File: config.mk
export PLATFORM = sky130hd
export DESIGN_NAME = code_conv_arbiter
export DESIGN_NICKNAME = d
export VERILOG_FILES = /design/src/rtl/code_conv_arbiter_pkg.sv /design/src/rtl/code_conv_arbiter_convert.sv /design/src/rtl/code_conv_arbiter.sv
export SDC_FILE = /design/constraint.sdc
export NUM_CORES = 1
export LEC_CHECK = 0
export CAP_MARGIN = 5
export CORE_MARGIN = 2
export CORE_UTILIZATION = 50
export DETAILED_ROUTE_END_ITERATION = 10
export GPL_ROUTABILITY_DRIVEN = 0
export PLACE_DENSITY = 0.93
export SLEW_MARGIN = 20
export SYNTH_ARGS = -nofsm -noshare
export SYNTH_HDL_FRONTEND = slang
export SYNTH_SLANG_ARGS = --single-unit
File: constraint.sdc
create_clock -name clk -period 2.7 [get_ports clk]
set_input_delay 0.405 -clock clk [delete_from_list [all_inputs] [get_ports clk]]
set_output_delay 0.405 -clock clk [all_outputs]
set_load 0.02 [all_outputs]
File: src/rtl/code_conv_arbiter_pkg.sv
// code_conv_arbiter_pkg
// Shared definitions for the binary/gray converter arbiter slice:
//   - conversion mode encodings carried on reqN_mode / rsp_mode
//   - default code and grant-counter widths
//   - requester identifier enum used by the round-robin pointer
package code_conv_arbiter_pkg;

  localparam int DEFAULT_DATA_W = 4;
  localparam int DEFAULT_CNT_W  = 8;

  localparam logic CONV_BIN2GRAY = 1'b0;
  localparam logic CONV_GRAY2BIN = 1'b1;

  typedef enum logic {
    REQ0 = 1'b0,
    REQ1 = 1'b1
  } req_id_e;

endpackage

File: src/rtl/code_conv_arbiter_convert.sv
// code_convert
// Purely combinational binary<->gray converter shared by both requesters.
// Ports:
//   din  [DATA_W-1:0]  input code
//   mode               CONV_BIN2GRAY or CONV_GRAY2BIN
//   dout [DATA_W-1:0]  converted code, same width as din
module code_convert
  import code_conv_arbiter_pkg::*;
#(
  parameter int DATA_W = DEFAULT_DATA_W
) (
  input  logic [DATA_W-1:0] din,
  input  logic              mode,
  output logic [DATA_W-1:0] dout
);

  logic [DATA_W-1:0] gray;
  logic [DATA_W-1:0] bin;

  assign gray = din ^ (din >> 1);

  // Gray->binary: each binary bit is the XOR of all gray bits at or above it,
  // so a reduction XOR of the shifted input avoids a bit-serial chain.
  always_comb begin
    bin = '0;
    for (int i = 0; i < DATA_W; i++) begin
      bin[i] = ^(din >> i);
    end
  end

  always_comb begin
    dout = gray;
    case (mode)
      CONV_BIN2GRAY: dout = gray;
      CONV_GRAY2BIN: dout = bin;
      default:       dout = gray;
    endcase
  end

endmodule

File: src/rtl/code_conv_arbiter.sv
// code_conv_arbiter
// Two requesters share one code converter through valid/ready handshakes.
// Round-robin arbitration, one registered response port tagged with the
// requester id, and per-requester saturating grant counters for debug.
// Ports:
//   clk, rst_n                 clock, async active-low reset
//   reqN_valid/ready/data/mode requester N handshake, code and direction
//   rsp_valid/ready            response handshake
//   rsp_data/id/mode           converted code, owning requester, direction
//   cnt_clr                    synchronous clear of both grant counters
//   grant_cnt0/1               saturating accepted-transaction counters
module code_conv_arbiter
  import code_conv_arbiter_pkg::*;
#(
  parameter int DATA_W = DEFAULT_DATA_W,
  parameter int CNT_W  = DEFAULT_CNT_W
) (
  input  logic              clk,
  input  logic              rst_n,
  input  logic              req0_valid,
  output logic              req0_ready,
  input  logic [DATA_W-1:0] req0_data,
  input  logic              req0_mode,
  input  logic              req1_valid,
  output logic              req1_ready,
  input  logic [DATA_W-1:0] req1_data,
  input  logic              req1_mode,
  output logic              rsp_valid,
  input  logic              rsp_ready,
  output logic [DATA_W-1:0] rsp_data,
  output logic              rsp_id,
  output logic              rsp_mode,
  input  logic              cnt_clr,
  output logic [CNT_W-1:0]  grant_cnt0,
  output logic [CNT_W-1:0]  grant_cnt1
);

  localparam logic [CNT_W-1:0] CNT_MAX = '1;

  req_id_e           last_grant;
  req_id_e           grant_id;
  logic              grant_valid;
  logic              can_load;
  logic              accept;
  logic [DATA_W-1:0] sel_data;
  logic              sel_mode;
  logic [DATA_W-1:0] conv_data;

  assign can_load = !rsp_valid || rsp_ready;

  // Round-robin grant: a lone requester always wins; on contention the one
  // that did not win last time goes next.
  always_comb begin
    grant_valid = 1'b0;
    grant_id    = REQ0;
    if (req0_valid && req1_valid) begin
      grant_valid = 1'b1;
      grant_id    = (last_grant == REQ0) ? REQ1 : REQ0;
    end else if (req0_valid) begin
      grant_valid = 1'b1;
      grant_id    = REQ0;
    end else if (req1_valid) begin
      grant_valid = 1'b1;
      grant_id    = REQ1;
    end
  end

  assign req0_ready = can_load && grant_valid && (grant_id == REQ0);
  assign req1_ready = can_load && grant_valid && (grant_id == REQ1);
  assign accept     = req0_ready || req1_ready;

  assign sel_data = (grant_id == REQ1) ? req1_data : req0_data;
  assign sel_mode = (grant_id == REQ1) ? req1_mode : req0_mode;

  code_convert #(
    .DATA_W(DATA_W)
  ) u_convert (
    .din (sel_data),
    .mode(sel_mode),
    .dout(conv_data)
  );

  // Response register: reloads on accept (including the drain+accept cycle),
  // drops valid on a drain with nothing new, otherwise holds.
  always_ff @(posedge clk or negedge rst_n) begin
    if (!rst_n) begin
      rsp_valid <= 1'b0;
      rsp_data  <= '0;
      rsp_id    <= 1'b0;
      rsp_mode  <= 1'b0;
    end else if (accept) begin
      rsp_valid <= 1'b1;
      rsp_data  <= conv_data;
      rsp_id    <= grant_id;
      rsp_mode  <= sel_mode;
    end else if (rsp_valid && rsp_ready) begin
      rsp_valid <= 1'b0;
    end
  end

  // Priority pointer only moves on an accept. Resetting it to REQ1 makes
  // requester 0 win the first contention.
  always_ff @(posedge clk or negedge rst_n) begin
    if (!rst_n) begin
      last_grant <= REQ1;
    end else if (accept) begin
      last_grant <= grant_id;
    end
  end

  // Saturating grant counters; clear wins over a same-cycle increment.
  always_ff @(posedge clk or negedge rst_n) begin
    if (!rst_n) begin
      grant_cnt0 <= '0;
      grant_cnt1 <= '0;
    end else if (cnt_clr) begin
      grant_cnt0 <= '0;
      grant_cnt1 <= '0;
    end else begin
      if (req0_ready && grant_cnt0 != CNT_MAX) grant_cnt0 <= grant_cnt0 + 1'b1;
      if (req1_ready && grant_cnt1 != CNT_MAX) grant_cnt1 <= grant_cnt1 + 1'b1;
    end
  end

endmodule

# After elaboration in Yosys (flattened, before gate mapping)
# Index checks and enable logic that the tools add are counted.
[word_totals]
regBits = 24
latch_bits = 0
mem_bits_rw = 0
mem_bits_ro = 0
in_bits = 16
output_inout_bits = 25
wordCells = 46
n_memories = 0
[classes]
add_sub_neg = 2
multipliers = 0
n_div = 0
order_cmp = 0
eq_ne = 2
shifts = 0
muxes = 15
bitwise = 3
reduce_logical = 17
[ops]
columns = ["operator", "count"]
rows = [
  ["two-way mux 8 bit", 4],
  ["adder 8 x 1 -> 8 bit, second input constant", 2],
  ["!= test 8 bit, second input constant", 2],
  ["XOR reduction 4 bit", 4],
  ["two-way mux 1 bit", 9],
  ["one-hot mux 4 bit (2 select lines)", 1],
  ["logical AND 1 bit", 7],
  ["nonzero test 2 bit", 3],
  ["two-way mux 4 bit", 1],
  ["bitwise XOR 4 x 3 -> 4 bit", 1],
  ["logical OR 1 bit", 2],
  ["NOT 1 bit", 2],
  ["zero test 1 bit", 1],
]

# Logic depth before layout (Yosys ltp)
[logic_depth]
depth_word = 8
ltp_mapped = 6
ltp_nobuf = 5

# By module
# A second synthesis with hierarchy kept.
[unflattened]
hier_cells = 149
hier_area_um2 = 1335.0
[by_module_without_submodules]
columns = ["module", "n_inst", "cells_per_inst", "area_per_inst_um2", "seq_area_each_um2"]
rows = [
  ["code_conv_arbiter", 1, 141, 1276.2, 601.8],
  ["code_convert", 1, 8, 58.8, 0.0],
]

# Worst setup path before layout
# OpenSTA, ideal clock, no wires.
[synth_path]
path_type = "reg-to-reg"
startpoint = "register grant_cnt0[0]"
endpoint = "register grant_cnt0[7]"
setup_ns = 0.125
arrival_ns = 1.661
required_ns = 2.575
setup_slack_ns = 0.914
path_stages_with_launch = 6
path_buffers = 1
period_less_slack_ns = 1.786
cell_sequence = "dfrtp_1 ha_1 and4_4 buf_6 nor4b_1 mux2_2"
[synth_via]
elab_chain_cells = 3
elab_cells_between_ends = 6
cone_classes = "1 x add/sub; 1 x eq/ne; 2 x mux; 2 x reduce/logical"
[synth_lines]
columns = ["element", "line", "rtl"]
rows = [
  ["from (decl)", "code_conv_arbiter.sv:34", "output logic [CNT_W-1:0] grant_cnt0,"],
  ["from (signal assigned)", "code_conv_arbiter.sv:120", "if (req0_ready && grant_cnt0 != CNT_MAX) grant_cnt0 <= grant_cnt0 + 1'b1;"],
  ["adder 8 x 1 -> 8 bit / != test 8 bit (equally long branches)", "code_conv_arbiter.sv:120", ""],
  ["two-way mux 8 bit / logical AND 1 bit (equally long branches)", "code_conv_arbiter.sv:120", ""],
  ["two-way mux 8 bit / nonzero test 2 bit (equally long branches)", "n/a", ""],
]
# Several ways; a longest one is shown, not always the timed one. The select of a mux whose other input is x is not followed.
# A chain may end at the register's enable or synchronous reset.

# Worst setup path in the final report
[layout_path]
startpoint = "input req1_valid"
endpoint = "output req1_ready"
[layout_via]
elab_chain_cells = 5
elab_cells_between_ends = 8
cone_classes = "5 x mux; 3 x reduce/logical"
[layout_lines]
columns = ["element", "line", "rtl"]
rows = [
  ["from (decl)", "code_conv_arbiter.sv:24", "input logic req1_valid,"],
  ["two-way mux 1 bit", "code_conv_arbiter.sv:62", "end else if (req1_valid) begin"],
  ["two-way mux 1 bit", "code_conv_arbiter.sv:59", "end else if (req0_valid) begin"],
  ["two-way mux 1 bit", "code_conv_arbiter.sv:56", "if (req0_valid && req1_valid) begin"],
  ["logical AND 1 bit", "code_conv_arbiter.sv:69", "assign req1_ready = can_load && grant_valid && (grant_id == REQ1);"],
  ["logical AND 1 bit *", "code_conv_arbiter.sv:69", ""],
  ["to (decl)", "code_conv_arbiter.sv:25", "output logic req1_ready,"],
]
# Mark *: on every way between the ends. The rest lies on a longest branch, timed or not.

==> impl_metrics.toml <==
[run]
drv_cap = 0

[placement]
io_buffers = 40
place_ws_ns = 0.326
dpl.hpwl_um = 2440
dpl_cell_area_sq_mm = 0.00180

[drt]
routed_wl_um = 3220
wl_per_cell_um = 14.7
first_pass_iters = 4
via_per_inst = 5.77
vias = 1264
drtIter0Drc = 48
drt.antenna.violating_nets = 0
drc = 0

[timing]
tightest_slew_ns = 0.690
finalClockSkew_ns = 0.0145
worst_slack_ns = 0.311
rsz0062_at_grt = "no"
fin_setup_tns_ns = 0
min_period_ns = 2.39
final.period_utilization_pct = 88.5
hold_viol = 0
fmax_mhz = 419
slew_headroom_pct = 53.8
finalSetupViolations = 0
drv_slew = 0

[global_route]
grt_pass1_vias = 1289
grt_pass1_wl_um = 5370
grt_usage_pct = 21.2
grt_max_degree = 25
overflow = 0
antenna_found_initial = 0

[synthesis]
synthCells = 147
seq_area_frac_synth_pct = 43.8
synth_edf_count = 0
avgSynthCellArea_sq_um = 9.35
synth_most_common_cell = "dfrtp_1"
ys_ff_latch = 24
netlist_area_sq_mm = 0.00138
ys_async_sr_fraction_pct = 100
synth_top_area_share_pct = 41.9
syn_nets = 165
synthTopCellsByArea = "dfrtp_1, nor2_1, nand2_1"
yosysTopAreaCell = "dfrtp_1"
synth.distinct_cells = 39
yosysWarnings = 0
yosys_most_used_dff = "dfrtp_1"
yosys-top-cells-count = "dfrtp_1, nor2_1, nand2_1"

[setup_path]
r2r_start = "last_grant$_DFFE_PN1P_"
crit_path_end_kind = "output pin"
crit_chain = "clkdlybuf4s50_1 -> a21bo_2 -> nor2_1 -> clkdlybuf4s50_1"
cp-start-kind = "input pin"
critPathBufInv = 2
crit_start = "req1_valid"
path_delay_family = "buffers and inverters"
cpMaxStageDelayCell = "clkdlybuf4s50_1"
worstPathArrival_ns = 1.98
cp_max_fo = 6
worst_ep_required_time_ns = 2.30
max_stage_delay_ns = 0.63
path_class = "input pin to output pin"
critPathMostFrequentCell = "clkdlybuf4s50_1"

[floorplan]
die_h_um = 56.4
rows = 19
die_area_sq_mm = 0.00319
pin_count = 41
core_sq_mm = 0.00269
start_util_pct = 51.2
die_w_um = 56.4

[run_status]
status = "complete, no violations"

[power]
p_leak_nw = 0.734
irDropWorstVdd_v = 0.000368
power_density_mw_per_mm2 = 418

[final_layout]
drive_gt1_share_pct = 9.04
area_growth_pct = 32.9
fin_util_pct = 68.0
diodes = 0
num-nets-final = 207
final_area_sq_mm = 0.00183
num-fill-cells = 210

[clock_tree]
ctsResizeCount = 0
cts_sinks = 24
numCtsBuffers = 3
cts-hold-fix-buffers = 0
post-cts-setup-buffers = 0
clk_pin_slew_ns = 0.13
cts_tree = "built"
clk_path_buf_depth = 2
cts.htree.levels = 1
insertion_delay_ns = 0.31
clockRootBuffer = "clkbuf_4"

[min_path]
hold_class = "input pin to asynchronous set/reset pin"
==> registers in the layout, summed over array words and instances, names as in the netlist <==
register    count
rsp_mode        1
last_grant      1
rsp_data        4
rsp_valid       1
grant_cnt1      8
rsp_id          1
grant_cnt0      8
==> layer usage <==
metal,share of wire [%],global-route usage [%],vias up
li1,-,-,618
met1,42,25.7,600
met2,52,37.2,46
met3,5.2,2.76,0
met4,0,9.52,0
met5,0,0,-
==> final timing paths <==
kind	to	slack, ns	depth (start not counted)
worst max-delay path	req1_ready	0.31	4
worst min-delay path	grant_cnt1[4]$_DFFE_PN0P_	0.42	2
worst max register to register	grant_cnt0[5]$_DFFE_PN0P_	0.92	5
worst min register to register	rsp_id$_DFFE_PN0P_	0.51	2
max in group asynchronous	last_grant$_DFFE_PN1P_	1.97	2
min in group clk	rsp_id$_DFFE_PN0P_	0.51	2
==> per-stage QoR <==
step	hold slack (ns)	cells	power [W]
floorplan	0.109	147	0.000508
global placement	0.487	215	0.000603
detailed placement	0.489	215	0.000609
CTS	0.429	219	0.000769
global route	0.450	219	0.000806
finish	0.423	219	0.000765
==> logic make-up after synthesis <==
family,count (synthesis),share of synthesized area [%]
simple gates,65,24.8
compound gates,33,16.8
flops,24,43.8
xor+xnor,9,5.73
buf+inv,9,3.09
mux,5,4.00
fa+ha+maj,2,1.82
==> placed cells by master, fill, tap and decap left out, types with 4 or more instances in the layout <==
master	netlist	final
a21oi_1	11	11
a31oi_1	4	4
clkdlybuf4s50_1	0	40
dfrtp_1	23	23
inv_1	4	4
mux2_2	4	4
nand2_1	15	15
nand3_1	7	7
nor2_1	17	17
nor2b_1	4	4
o21ai_0	6	6
o31ai_1	4	4
or4_1	4	4
xnor2_1	5	5
xor2_1	4	4
==> final cells by class <==
cell class	instances	area [sq um]	share of cell area, %
inverters	4	15.0	0.821
flip-flops and latches	24	602	32.9
repair buffers	42	415	22.7
clock buffers	4	26.3	1.44
well taps	31	38.8	2.12
multi-input cells	114	731	40.0
==> worst reg2reg max path: stages, from the launching register on <==
cell and delay [ns]:
dfstp_2 0.59, or2b_1 0.11, nand3_1 0.09, buf_4 0.19
nor4_1 0.34, mux2_2 0.37
==> power by group <==
group          switching [W]  total [W]  internal [W]  leakage [nW]
registers          0.0000186   0.000403      0.000384         0.311
logic               0.000105   0.000200     0.0000956         0.409
clock network       0.000103   0.000161     0.0000577        0.0150
No activity file was read; power rests on OpenSTA's default activity.
